===== config.mk =====
export PLATFORM = sky130hd
export DESIGN_NAME = wbm_spi_ctrl
export DESIGN_NICKNAME = d
export VERILOG_FILES = /design/src/rtl/wbm_spi_pkg.sv /design/src/rtl/wbm_spi_ctrl_sync2.sv /design/src/rtl/wbm_spi_ctrl.sv
export SDC_FILE = /design/constraint.sdc
export NUM_CORES = 1
export LEC_CHECK = 0
export CAP_MARGIN = 20
export CORE_ASPECT_RATIO = 1.25
export CORE_MARGIN = 8
export CORE_UTILIZATION = 50
export DETAILED_ROUTE_END_ITERATION = 12
export MAX_ROUTING_LAYER = met4
export PLACE_DENSITY = 0.85
export SLEW_MARGIN = 20
export SYNTH_ARGS = -nofsm -noshare
export SYNTH_HDL_FRONTEND = slang
export SYNTH_SLANG_ARGS = --single-unit

===== constraint.sdc =====
create_clock -name wb_clk_i -period 2.5 [get_ports wb_clk_i]
set_input_delay 0.5 -clock wb_clk_i [delete_from_list [all_inputs] [get_ports wb_clk_i]]
set_output_delay 0.5 -clock wb_clk_i [all_outputs]
set_load 0.01 [all_outputs]

===== src/rtl/wbm_spi_pkg.sv =====
// Shared definitions for the SPI-slave to Wishbone-master bridge:
// FSM state encoding, command byte layout and the timeout fill byte.
package wbm_spi_pkg;

    typedef enum logic [2:0] {
        IDLE     = 3'd0,
        CMD_REL  = 3'd1,
        WDATA    = 3'd2,
        DATA_REL = 3'd3,
        BUS      = 3'd4,
        TX       = 3'd5,
        TX_REL   = 3'd6
    } state_t;

    // Command byte: [7] = write/not-read, [6:0] = Wishbone address.
    localparam int WE_BIT  = 7;
    localparam int ADR_MSB = 6;

    // Read data returned to the SPI host when the slave never acknowledges.
    localparam logic [7:0] TO_FILL = 8'hFF;

endpackage


===== src/rtl/wbm_spi_ctrl_sync2.sv =====
// Two-flop synchronizer for a single asynchronous level, synchronous reset.
module sync2 (
    input  logic clk,
    input  logic rst,
    input  logic d,
    output logic q
);

    logic meta;

    // Shift the async level through two flops; reset clears both.
    always_ff @(posedge clk) begin
        if (rst) begin
            meta <= 1'b0;
            q    <= 1'b0;
        end else begin
            meta <= d;
            q    <= meta;
        end
    end

endmodule


===== src/rtl/wbm_spi_ctrl.sv =====
// SPI-slave byte stream to Wishbone classic master bridge.
// A command byte (and a data byte for writes) arrives over a four-phase
// handshake; one Wishbone cycle is run, and for reads the result is handed
// back to the SPI transmitter over a second four-phase handshake.
module wbm_spi_ctrl
    import wbm_spi_pkg::*;
#(
    parameter int TIMEOUT = 255   // must be >= 1
) (
    input  logic       wb_clk_i,
    input  logic       wb_rst_i,
    input  logic       rx_rdy,
    input  logic [7:0] rx_data,
    output logic       rx_ack,
    output logic       tx_req,
    output logic [7:0] tx_data,
    input  logic       tx_ack,
    output logic       wbm_cyc_o,
    output logic       wbm_stb_o,
    output logic       wbm_we_o,
    output logic [6:0] wbm_adr_o,
    output logic [7:0] wbm_dat_o,
    input  logic [7:0] wbm_dat_i,
    input  logic       wbm_ack_i
);

    localparam int CW = $clog2(TIMEOUT + 1);
    localparam logic [CW-1:0] CNT_MAX  = CW'(TIMEOUT);
    // The counter holds k-1 during the k-th BUS cycle, so the edge that ends
    // cycle TIMEOUT is the one where it reaches TIMEOUT.
    localparam logic [CW-1:0] CNT_LAST = CW'(TIMEOUT - 1);

    state_t        state, state_n;
    logic          rx_rdy_s, tx_ack_s;
    logic [7:0]    cmd;
    logic [CW-1:0] cnt;
    logic          timed_out;
    logic          ld_cmd, ld_wdat, bus_entry, cap_rd;

    sync2 u_sync_rx (.clk(wb_clk_i), .rst(wb_rst_i), .d(rx_rdy), .q(rx_rdy_s));
    sync2 u_sync_tx (.clk(wb_clk_i), .rst(wb_rst_i), .d(tx_ack), .q(tx_ack_s));

    assign timed_out = (cnt >= CNT_LAST);

    // State register.
    always_ff @(posedge wb_clk_i) begin
        if (wb_rst_i) state <= IDLE;
        else          state <= state_n;
    end

    // Next state and datapath load strobes; ack wins over timeout in BUS.
    always_comb begin
        state_n   = state;
        ld_cmd    = 1'b0;
        ld_wdat   = 1'b0;
        bus_entry = 1'b0;
        cap_rd    = 1'b0;
        case (state)
            IDLE: if (rx_rdy_s) begin
                ld_cmd  = 1'b1;
                state_n = CMD_REL;
            end
            CMD_REL: if (!rx_rdy_s) begin
                if (cmd[WE_BIT]) begin
                    state_n = WDATA;
                end else begin
                    state_n   = BUS;
                    bus_entry = 1'b1;
                end
            end
            WDATA: if (rx_rdy_s) begin
                ld_wdat = 1'b1;
                state_n = DATA_REL;
            end
            DATA_REL: if (!rx_rdy_s) begin
                state_n   = BUS;
                bus_entry = 1'b1;
            end
            BUS: if (wbm_ack_i || timed_out) begin
                if (cmd[WE_BIT]) begin
                    state_n = IDLE;
                end else begin
                    state_n = TX;
                    cap_rd  = 1'b1;
                end
            end
            TX:      if (tx_ack_s)  state_n = TX_REL;
            TX_REL:  if (!tx_ack_s) state_n = IDLE;
            default: state_n = IDLE;
        endcase
    end

    // Registered outputs follow the next state so they are valid from the
    // first cycle of each state; data registers load on the strobes above.
    always_ff @(posedge wb_clk_i) begin
        if (wb_rst_i) begin
            rx_ack    <= 1'b0;
            tx_req    <= 1'b0;
            tx_data   <= 8'h00;
            wbm_cyc_o <= 1'b0;
            wbm_stb_o <= 1'b0;
            wbm_we_o  <= 1'b0;
            wbm_adr_o <= 7'h00;
            wbm_dat_o <= 8'h00;
            cmd       <= 8'h00;
            cnt       <= '0;
        end else begin
            rx_ack    <= (state_n == CMD_REL) || (state_n == DATA_REL);
            tx_req    <= (state_n == TX);
            wbm_cyc_o <= (state_n == BUS);
            wbm_stb_o <= (state_n == BUS);
            wbm_we_o  <= (state_n == BUS) ? cmd[WE_BIT] : 1'b0;
            if (ld_cmd)  cmd       <= rx_data;
            if (ld_wdat) wbm_dat_o <= rx_data;
            if (bus_entry) begin
                wbm_adr_o <= cmd[ADR_MSB:0];
                cnt       <= '0;
            end else if (state == BUS && cnt != CNT_MAX) begin
                cnt <= cnt + 1'b1;
            end
            if (cap_rd) tx_data <= wbm_ack_i ? wbm_dat_i : TO_FILL;
        end
    end

endmodule


# Word-level counts from Yosys, hierarchy flattened
# Cells that the tools add are included.
dict set report op_classes {
  addsub 1
  n_lt_le_gt_ge 1
  n_eq_ne 11
  mux 20
  n_bitwise 1
  reduce_logical 6
}
# operator count
set ops {}
lappend ops {{two-way mux 3 bit} 9}
lappend ops {{one-hot mux 3 bit (7 select lines)} 1}
lappend ops {{== test 3 bit, second input constant} 5}
lappend ops {{== test 3 x 2 -> 1 bit, second input constant} 3}
lappend ops {{adder 8 x 1 -> 8 bit, second input constant} 1}
lappend ops {{>= comparator 8 bit, second input constant} 1}
lappend ops {{two-way mux 1 bit} 8}
lappend ops {{two-way mux 8 bit} 1}
lappend ops {{inequality test 8 bit, second input constant} 1}
lappend ops {{== test 3 x 1 -> 1 bit, second input constant} 2}
lappend ops {{OR reduction 2 bit} 2}
lappend ops {{zero test 3 bit} 1}
lappend ops {{logical OR 1 bit} 2}
lappend ops {{one-hot mux 1 bit (2 select lines)} 1}
lappend ops {{logical AND 1 bit} 1}
lappend ops {{inverter 1 bit} 1}
dict set report totals {
  ff_bits 50
  in_bits 21
  out_inout_bits 28
  wordCells 54
}

# Longest topological paths before layout
# Gate-level depths: netlist of the first run.
dict set report depth {
  ltp_word 7
  depth_mapped 7
  ltp_nobuf 6
}

# Modules after synthesis
# Synthesis of the first run repeated with hierarchy kept, for this count alone.
dict set report unflattened {
  cells_unflattened 215
  area_unflattened_um2 1984.4
}
# mod instances cells_per_inst area_each_um2 seq_area_each_um2
set modules_own_cells {}
lappend modules_own_cells {wbm_spi_ctrl 1 207 1879.3 920.9}
lappend modules_own_cells {sync2 2 4 52.6 40.0}

# Worst setup path after synthesis of the first run
# OpenSTA, ideal clock, no wires.
dict set report synth_path {
  path_kind {register to register}
  start {register cnt[0]}
  end {register wbm_stb_o}
  setup_time_ns 0.088
  t_arrival_ns 1.611
  slack_ns 0.801
  stages_incl_launch_ff 7
  synth_period_minus_slack_ns 1.699
  path_cell_list {dfxtp_1 inv_1 ha_1 o211a_1 a211o_1 a31o_1 nor4_2}
}
dict set report synth_via {
  elab_chain_cells 5
}
# element line
set synth_lines {}
lappend synth_lines {{start: declaration} wbm_spi_ctrl.sv:36} ;# logic [CW-1:0] cnt;
lappend synth_lines {{start signal: assignment} wbm_spi_ctrl.sv:119} ;# cnt <= cnt + 1'b1;
lappend synth_lines {{>= comparator 8 bit} wbm_spi_ctrl.sv:43} ;# assign timed_out = (cnt >= CNT_LAST);
lappend synth_lines {{logical OR 1 bit} wbm_spi_ctrl.sv:79} ;# BUS: if (wbm_ack_i || timed_out) begin
lappend synth_lines {{two-way mux 3 bit} wbm_spi_ctrl.sv:79}
lappend synth_lines {{one-hot mux 3 bit (7 select lines)} wbm_spi_ctrl.sv:58} ;# case (state)
lappend synth_lines {{== test 3 bit} wbm_spi_ctrl.sv:111} ;# wbm_stb_o <= (state_n == BUS);
lappend synth_lines {{end signal: assignment} wbm_spi_ctrl.sv:111}
lappend synth_lines {{end: declaration} wbm_spi_ctrl.sv:19} ;# output logic wbm_stb_o,
# No other way between the ends.
# A chain may end at the register's enable or synchronous reset.

# Worst setup path after layout of the first run
dict set report layout_path {
  start {register state[2]}
  end {register wbm_stb_o}
}
dict set report layout_via {
  elab_chain_cells 3
  word_cells_on_any_way 16
}
# element line
set layout_lines {}
lappend layout_lines {{start: declaration} wbm_spi_ctrl.sv:33} ;# state_t state, state_n;
lappend layout_lines {{start signal: assignment} wbm_spi_ctrl.sv:48} ;# else state <= state_n;
lappend layout_lines {{== test 3 bit, or another cell as far along} wbm_spi_ctrl.sv:58}
lappend layout_lines {{one-hot mux 3 bit (7 select lines) (*)} wbm_spi_ctrl.sv:58}
lappend layout_lines {{== test 3 bit (*)} wbm_spi_ctrl.sv:111}
# Mark *: on every way between the ends. The rest lies on a longest branch, timed or not.

==> qor.log, run 1 <==
[cells_and_area] synthesis-to-finish area growth 31.4%
[power_and_ir_drop] Power Density 582 nW/um^2
[critical_path] FF-to-FF Start state[2]
[placement] post-detailed-placement half-perimeter wirelength 3470 um
[synthesis] commonest cells in the synthesized netlist sky130_fd_sc_hd__dfxtp_1, sky130_fd_sc_hd__nand2_1, sky130_fd_sc_hd__a21oi_1
[clock_tree] count of hold buffers inserted by post-cts repair 0
[sta] hold_ws 0.446 ns
[synthesis] dominant synthesized flop cell sky130_fd_sc_hd__dfxtp_1
[placement] port buffer count 48
[critical_path] start-to-end type of the worst setup path flop to flop
[hold_path] Hold Path End u_sync_tx.q
[cells_and_area] Final Net Count 285
[synthesis] Post-Synthesis Mean Instance Area 9.23 um^2
[detailed_routing] Antenna Violating Nets Remaining 0
[die] Initial Util 52.4%
[sta] Final Hold Fails 0
[clock_tree] number of cells upsized or downsized after cts 0
[critical_path] Max FO, Critical Path 13
[clock_tree] setup fix buffers added after clock tree synthesis 0
[sta] relative slew slack 66.0%
[die] area of the placeable core 3780 um^2
[job] max-cap violations 0
[die] I/O pin count 49
[status] run status complete, no violations
[clock_tree] clock buffer count from CTS 5
[detailed_routing] Post-Route M1 WL 1870 um
[synthesis] Seq/Total Area, Yosys 50.4%
[power_and_ir_drop] total power draw 1.52 mW
[sta] max-slew violation total from the final report 0
[detailed_routing] detailed-route wire length per cell 14.4 um
[synthesis] post-synthesis register bit count 50
[placement] routability congestion estimate from global placement 0.845
[sta] Final WS setup 0.560 ns
[global_routing] first-pass GRT wire length 7850 um
[detailed_routing] met3 wire len 238 um
[clock_tree] H-tree lvl count 2
[synthesis] total number of yosys warnings 0
[detailed_routing] DRC violations left 0
[cells_and_area] Final Instance Area 2610 um^2
[critical_path] required time at the worst-slack endpoint 2.72 ns
[cells_and_area] ANT cells 0
[critical_path] Crit Reg-Reg Endpoint wbm_stb_o
[detailed_routing] total iterations of the first detailed-routing run 4
[synthesis] post-synthesis cell type with the largest combined area sky130_fd_sc_hd__dfxtp_1
[synthesis] FFs w/ async S/R, synth 0%
[global_routing] grt total ovfl 0
[clock_tree] clk sinks 50
[sta] time the worst path needs with I/O delays and setup 1.94 ns
[clock_tree] CTS clock-pin slew for the worst setup and hold paths 0.09 ns
[clock_tree] Clk Latency, worst-skew pair 0.31 ns
[detailed_routing] 1st-iter DRT viols 99
[critical_path] Register-to-Register Path Depth 4
[hold_path] Tightest Hold Check Type flop to flop
[global_routing] largest net degree at the start of global routing 24
[critical_path] startpoint kind of the worst setup timing path flop
[cells_and_area] fraction of final layout cells sized beyond drive strength 1 8.75%
[placement] Place WS 0.421 ns
[sta] sum of negative setup slack 0 ns
[synthesis] share of the synthesized area in the top cell type 50.4%
[global_routing] via count of the first global-routing pass 1,742
[synthesis] count of distinct cell types in the synthesized netlist 39
[clock_tree] CTS Root Buffer Type sky130_fd_sc_hd__clkbuf_8
[hold_path] start point of the worst min-delay path u_sync_tx.meta
[placement] placed cell areas 2510 um^2
[hold_path] Worst Hold Depth 1
[detailed_routing] vias after detailed routing 1,685
[sta] final critical-path share of the clock period 77.6%
[detailed_routing] metal2 WL 2290 um
[critical_path] startpoint of the most critical setup path state[2]
[sta] fmax 0.516 GHz
[detailed_routing] final WL 4560 um
[power_and_ir_drop] Max IR drop VDD 0.000397 V
[detailed_routing] highest metal layer with signal wires met4
[die] DIE HEIGHT 86.4 um
[power_and_ir_drop] leakage power 0.930 nW
[critical_path] kind of end point of the critical path flop
[sta] setup repair after global routing missed its margin false
[sta] slew at the pin closest to its max-slew limit 0.505 ns
[die] die footprint 6250 um^2
[critical_path] flop2flop setup slack 0.56 ns
[global_routing] overall track demand over capacity in global routing 16.2%
[synthesis] most frequent cell after synthesis sky130_fd_sc_hd__dfxtp_1
[sta] Final setup violation count 0
[clock_tree] number of buffers on the longest clock path 2
[clock_tree] TritonCTS clock tree built
[synthesis] nets in the synthesized netlist 238
[sta] largest clock skew in the final design 0.00969 ns
[synthesis] total standard cell area after synthesis 1980 um^2
[detailed_routing] routed via count divided by cell count 5.32
[critical_path] arrival time of the worst setup path 2.16 ns
[synthesis] synthesized instance count 215
[die] horizontal die dimension 72.3 um
[synthesis] number of enable flip-flop cells after synthesis 0
[synthesis] Area contributors post-synth sky130_fd_sc_hd__dfxtp_1, sky130_fd_sc_hd__nand2_1, sky130_fd_sc_hd__a21oi_1
[global_routing] initial antenna violation count 0
[die] total number of placement rows 25
[flip-flops by register name, summed over array words and instances (netlist names)]
signal,cells
cmd,8
cnt,8
rx_ack,1
state,3
tx_data,8
tx_req,1
u_sync_rx.meta,1
u_sync_rx.q,1
u_sync_tx.meta,1
u_sync_tx.q,1
wbm_adr_o,7
wbm_dat_o,8
wbm_stb_o,1
wbm_we_o,1
[cell usage in the layout, fill, tap and decap left out, drive strengths merged, types with 2 or more instances in the layout]
cell type / count
and2: 4
clkbuf: 6
a21oi: 20
nor3b: 3
or3: 3
nor2: 12
nand2: 31
dfxtp: 50
a211o: 2
nor4: 2
inv: 4
o31ai: 2
nand3: 12
ha: 2
buf: 4
nand2b: 4
nand4: 2
clkdlybuf4s50: 48
clkinv: 3
o211ai: 2
a31oi: 3
o221a: 8
nor3: 4
nor2b: 6
o21ai: 6
mux2i: 8
[worst max path at each step]
stage,endpoint,slack [ns]
2_1_floorplan,wbm_stb_o,0.80
3_3_place_gp,wbm_stb_o,0.46
3_5_place_dp,wbm_stb_o,0.42
4_1_cts,wbm_stb_o,0.57
5_1_grt,wbm_stb_o,0.42
6_report,wbm_stb_o,0.56
[metal layers]
metal / vias up / global-route usage, %
li1: 855 / -
met1: 776 / 16.3
met2: 45 / 27.1
met3: 9 / 5.54
met4: 0 / 8.57
met5: - / -
[layout make-up]
type / count / area, um^2
fillers: 303 / 1180
multi-input cells: 148 / 910
well taps: 54 / 67.6
clock buffers: 6 / 82.6
clock inverters: 2 / 17.5
inverters: 5 / 18.8
flip-flops and latches: 50 / 1000
repair buffers: 52 / 510
[worst max-delay path: stages (launching register included)]
cell and delay (ns):
sky130_fd_sc_hd__dfxtp_1 0.59, sky130_fd_sc_hd__or3b_1 0.44, sky130_fd_sc_hd__a211o_1 0.27, sky130_fd_sc_hd__a31o_1 0.28
sky130_fd_sc_hd__nor4_2 0.27
[power by group]
group,total (mW),switching [mW],internal (mW)
logic,0.171,0.0785,0.0921
clock network,0.498,0.270,0.228
registers,0.848,0.0259,0.823
total,1.52,0.374,1.14
[stage by stage]
step | utilization, % | cells
CTS | 68.9 | 317
floorplan | - | 215
finish | 68.9 | 317
global placement | 66.2 | 309
detailed placement | 66.2 | 309
global route | 68.9 | 317
[cell families (layout without fill, tap and decap cells)]
logic type / Yosys count / in the layout / share of synthesized area, %
xor+xnor: 1 / 1 / 0.441
flops: 50 / 50 / 50.4
fa+ha+maj: 2 / 2 / 1.26
buf+inv: 17 / 65 / 3.72
simple gates: 87 / 87 / 22.4
compound gates: 50 / 50 / 17.7
mux: 8 / 8 / 4.04
Power figures use the tool's default switching activity.
==> run 2, diff against run 1 <==
CORE_UTILIZATION = 48   (was 50)
PLACE_DENSITY = 0.82   (was 0.85)
clock period = 2 ns   (was 2.5 ns; I/O delays follow)
==> qor.log, run 2 (synthesized netlist as in run 1, its figures left out) <==
[die] Initial Util 49.2%
[clock_tree] clock buffer count from CTS 5
[power_and_ir_drop] combinational share of power 10.6%
[placement] post-detailed-placement half-perimeter wirelength 3320 um
[global_routing] largest net degree at the start of global routing 29
[global_routing] grt total ovfl 0
[critical_path] required time at the worst-slack endpoint 2.22 ns
[job] max-cap violations 0
[detailed_routing] Antenna Violating Nets Remaining 0
[sta] largest clock skew in the final design 0.00715 ns
[clock_tree] count of hold buffers inserted by post-cts repair 0
[clock_tree] clk sinks 50
[critical_path] arrival time of the worst setup path 2.05 ns
[detailed_routing] detailed-route wire length per cell 14.2 um
[detailed_routing] final WL 4540 um
[detailed_routing] 1st-iter DRT viols 109
[cells_and_area] Layout Utilization 66.1%
[detailed_routing] DRC violations left 0
[sta] setup repair after global routing missed its margin false
[cells_and_area] commonest cells after routing, fill and taps aside sky130_fd_sc_hd__dfxtp_1, sky130_fd_sc_hd__clkdlybuf4s50_1, sky130_fd_sc_hd__nand2_1
[clock_tree] H-tree lvl count 2
[die] DIE HEIGHT 87.9 um
[critical_path] kind of end point of the critical path flop
[placement] port buffer count 48
[power_and_ir_drop] register share of total power 49.2%
[global_routing] via count of the first global-routing pass 1,743
[sta] final critical-path share of the clock period 91.7%
[die] I/O pin count 49
[cells_and_area] synthesis-to-finish area growth 34.4%
[clock_tree] setup fix buffers added after clock tree synthesis 0
[clock_tree] number of buffers on the longest clock path 2
[sta] fmax 0.546 GHz
[sta] max-slew violation total from the final report 0
[cells_and_area] fraction of final layout cells sized beyond drive strength 1 9.43%
[global_routing] initial antenna violation count 0
[detailed_routing] routed via count divided by cell count 5.35
[power_and_ir_drop] clock network fraction of total power 40.3%
[critical_path] startpoint kind of the worst setup timing path flop
[cells_and_area] ANT cells 0
[hold_path] Tightest Hold Check Type flop to flop
[clock_tree] CTS Root Buffer Type sky130_fd_sc_hd__clkbuf_8
[clock_tree] number of cells upsized or downsized after cts 0
[power_and_ir_drop] net switching share of the total power 21.6%
[detailed_routing] total iterations of the first detailed-routing run 4
[clock_tree] CTS clock-pin slew for the worst setup and hold paths 0.09 ns
[cells_and_area] commonest non-fill, non-tap cell in the layout sky130_fd_sc_hd__dfxtp_1
[global_routing] overall track demand over capacity in global routing 15.6%
[sta] relative slew slack 63.8%
[die] horizontal die dimension 73.5 um
[sta] Final setup violation count 0
[power_and_ir_drop] leakage power 0.960 nW
[critical_path] start-to-end type of the worst setup path flop to flop
[placement] routability congestion estimate from global placement 0.865
[detailed_routing] vias after detailed routing 1,718
[sta] Final Hold Fails 0
[global_routing] first-pass GRT wire length 7730 um
[power_and_ir_drop] Internal 1.68 mW
[critical_path] Max FO, Critical Path 5
[status] run status complete, no violations
[sta] time the worst path needs with I/O delays and setup 1.83 ns
[clock_tree] Clk Latency, worst-skew pair 0.30 ns
[cells_and_area] Final Net Count 287
[clock_tree] TritonCTS clock tree built
[die] die footprint 6460 um^2
[power_and_ir_drop] Power Density 803 nW/um^2
[die] area of the placeable core 4030 um^2
[power_and_ir_drop] Sw Pwr 463 uW
[power_and_ir_drop] Max IR drop VDD 0.000534 V
[die] total number of placement rows 26
[power_and_ir_drop] total power draw 2.14 mW
[sta] slew at the pin closest to its max-slew limit 0.537 ns
[sta] sum of negative setup slack 0 ns
[cells_and_area] number of fillers in the final layout 354
-- run 2: cell count changes in the layout (fill, tap and decap cells not counted), sizes merged --
cell    before  now
buf          4    6
bufinv       0    2
clkinv       3    1
-- run 2: final cells by class --
type	instances	area [um^2]	area share, %
tap	56	70.1	2.63
sequential	50	1000	37.5
multi-input combinational	148	910	34.1
clock buffer	6	82.6	3.10
clock inverter	2	60.1	2.25
timing repair buffer	54	526	19.7
inverter	5	18.8	0.704
-- run 2: power by group through the flow --
stage          registers, mW  clock network [mW]  logic [mW]
2_1_floorplan           1.08                   0       0.116
3_3_place_gp            1.08                   0       0.223
3_5_place_dp            1.08                   0       0.226
4_1_cts                 1.05               0.875       0.228
5_1_grt                 1.06               0.924       0.247
6_report                1.05               0.863       0.226
-- run 2: metrics by stage --
step / hold WS (ns) / cell area [um^2] / worst slack, ns / cells
final: 0.446 / 2670 / 0.167 / 321
after global placement: 0.416 / 2520 / 0.249 / 313
after detailed placement: 0.426 / 2520 / 0.166 / 313
after global routing: 0.464 / 2670 / 0.0439 / 321
after CTS: 0.447 / 2670 / 0.153 / 321
after floorplan: 0.414 / 1980 / 0.301 / 215
-- run 2: final timing paths --
| check | start | to | slack, ns | cells past startpoint |
|---|---|---|---|---|
| setup / recovery | cnt[0] | wbm_stb_o | 0.17 | 6 |
| hold / removal | u_sync_tx.meta | u_sync_tx.q | 0.45 | 1 |
| setup reg to reg | cnt[0] | wbm_stb_o | 0.17 | 6 |
| hold reg to reg | u_sync_tx.meta | u_sync_tx.q | 0.45 | 1 |
-- run 2: routing by layer --
layer | GRT usage, % | part of all wire (%)
met5 | - | 0
met1 | 17.5 | 44
met4 | 7.29 | 2.8
met3 | 4.58 | 5.5
met2 | 24.8 | 47
-- run 2: worst max-delay path: stages (launching register included) --
cell                      delay, ns
sky130_fd_sc_hd__dfxtp_1       0.42
sky130_fd_sc_hd__inv_1         0.06
sky130_fd_sc_hd__ha_1          0.19
sky130_fd_sc_hd__o211a_1       0.21
sky130_fd_sc_hd__a211o_1       0.31
sky130_fd_sc_hd__a31o_1        0.28
sky130_fd_sc_hd__nor4_2        0.28
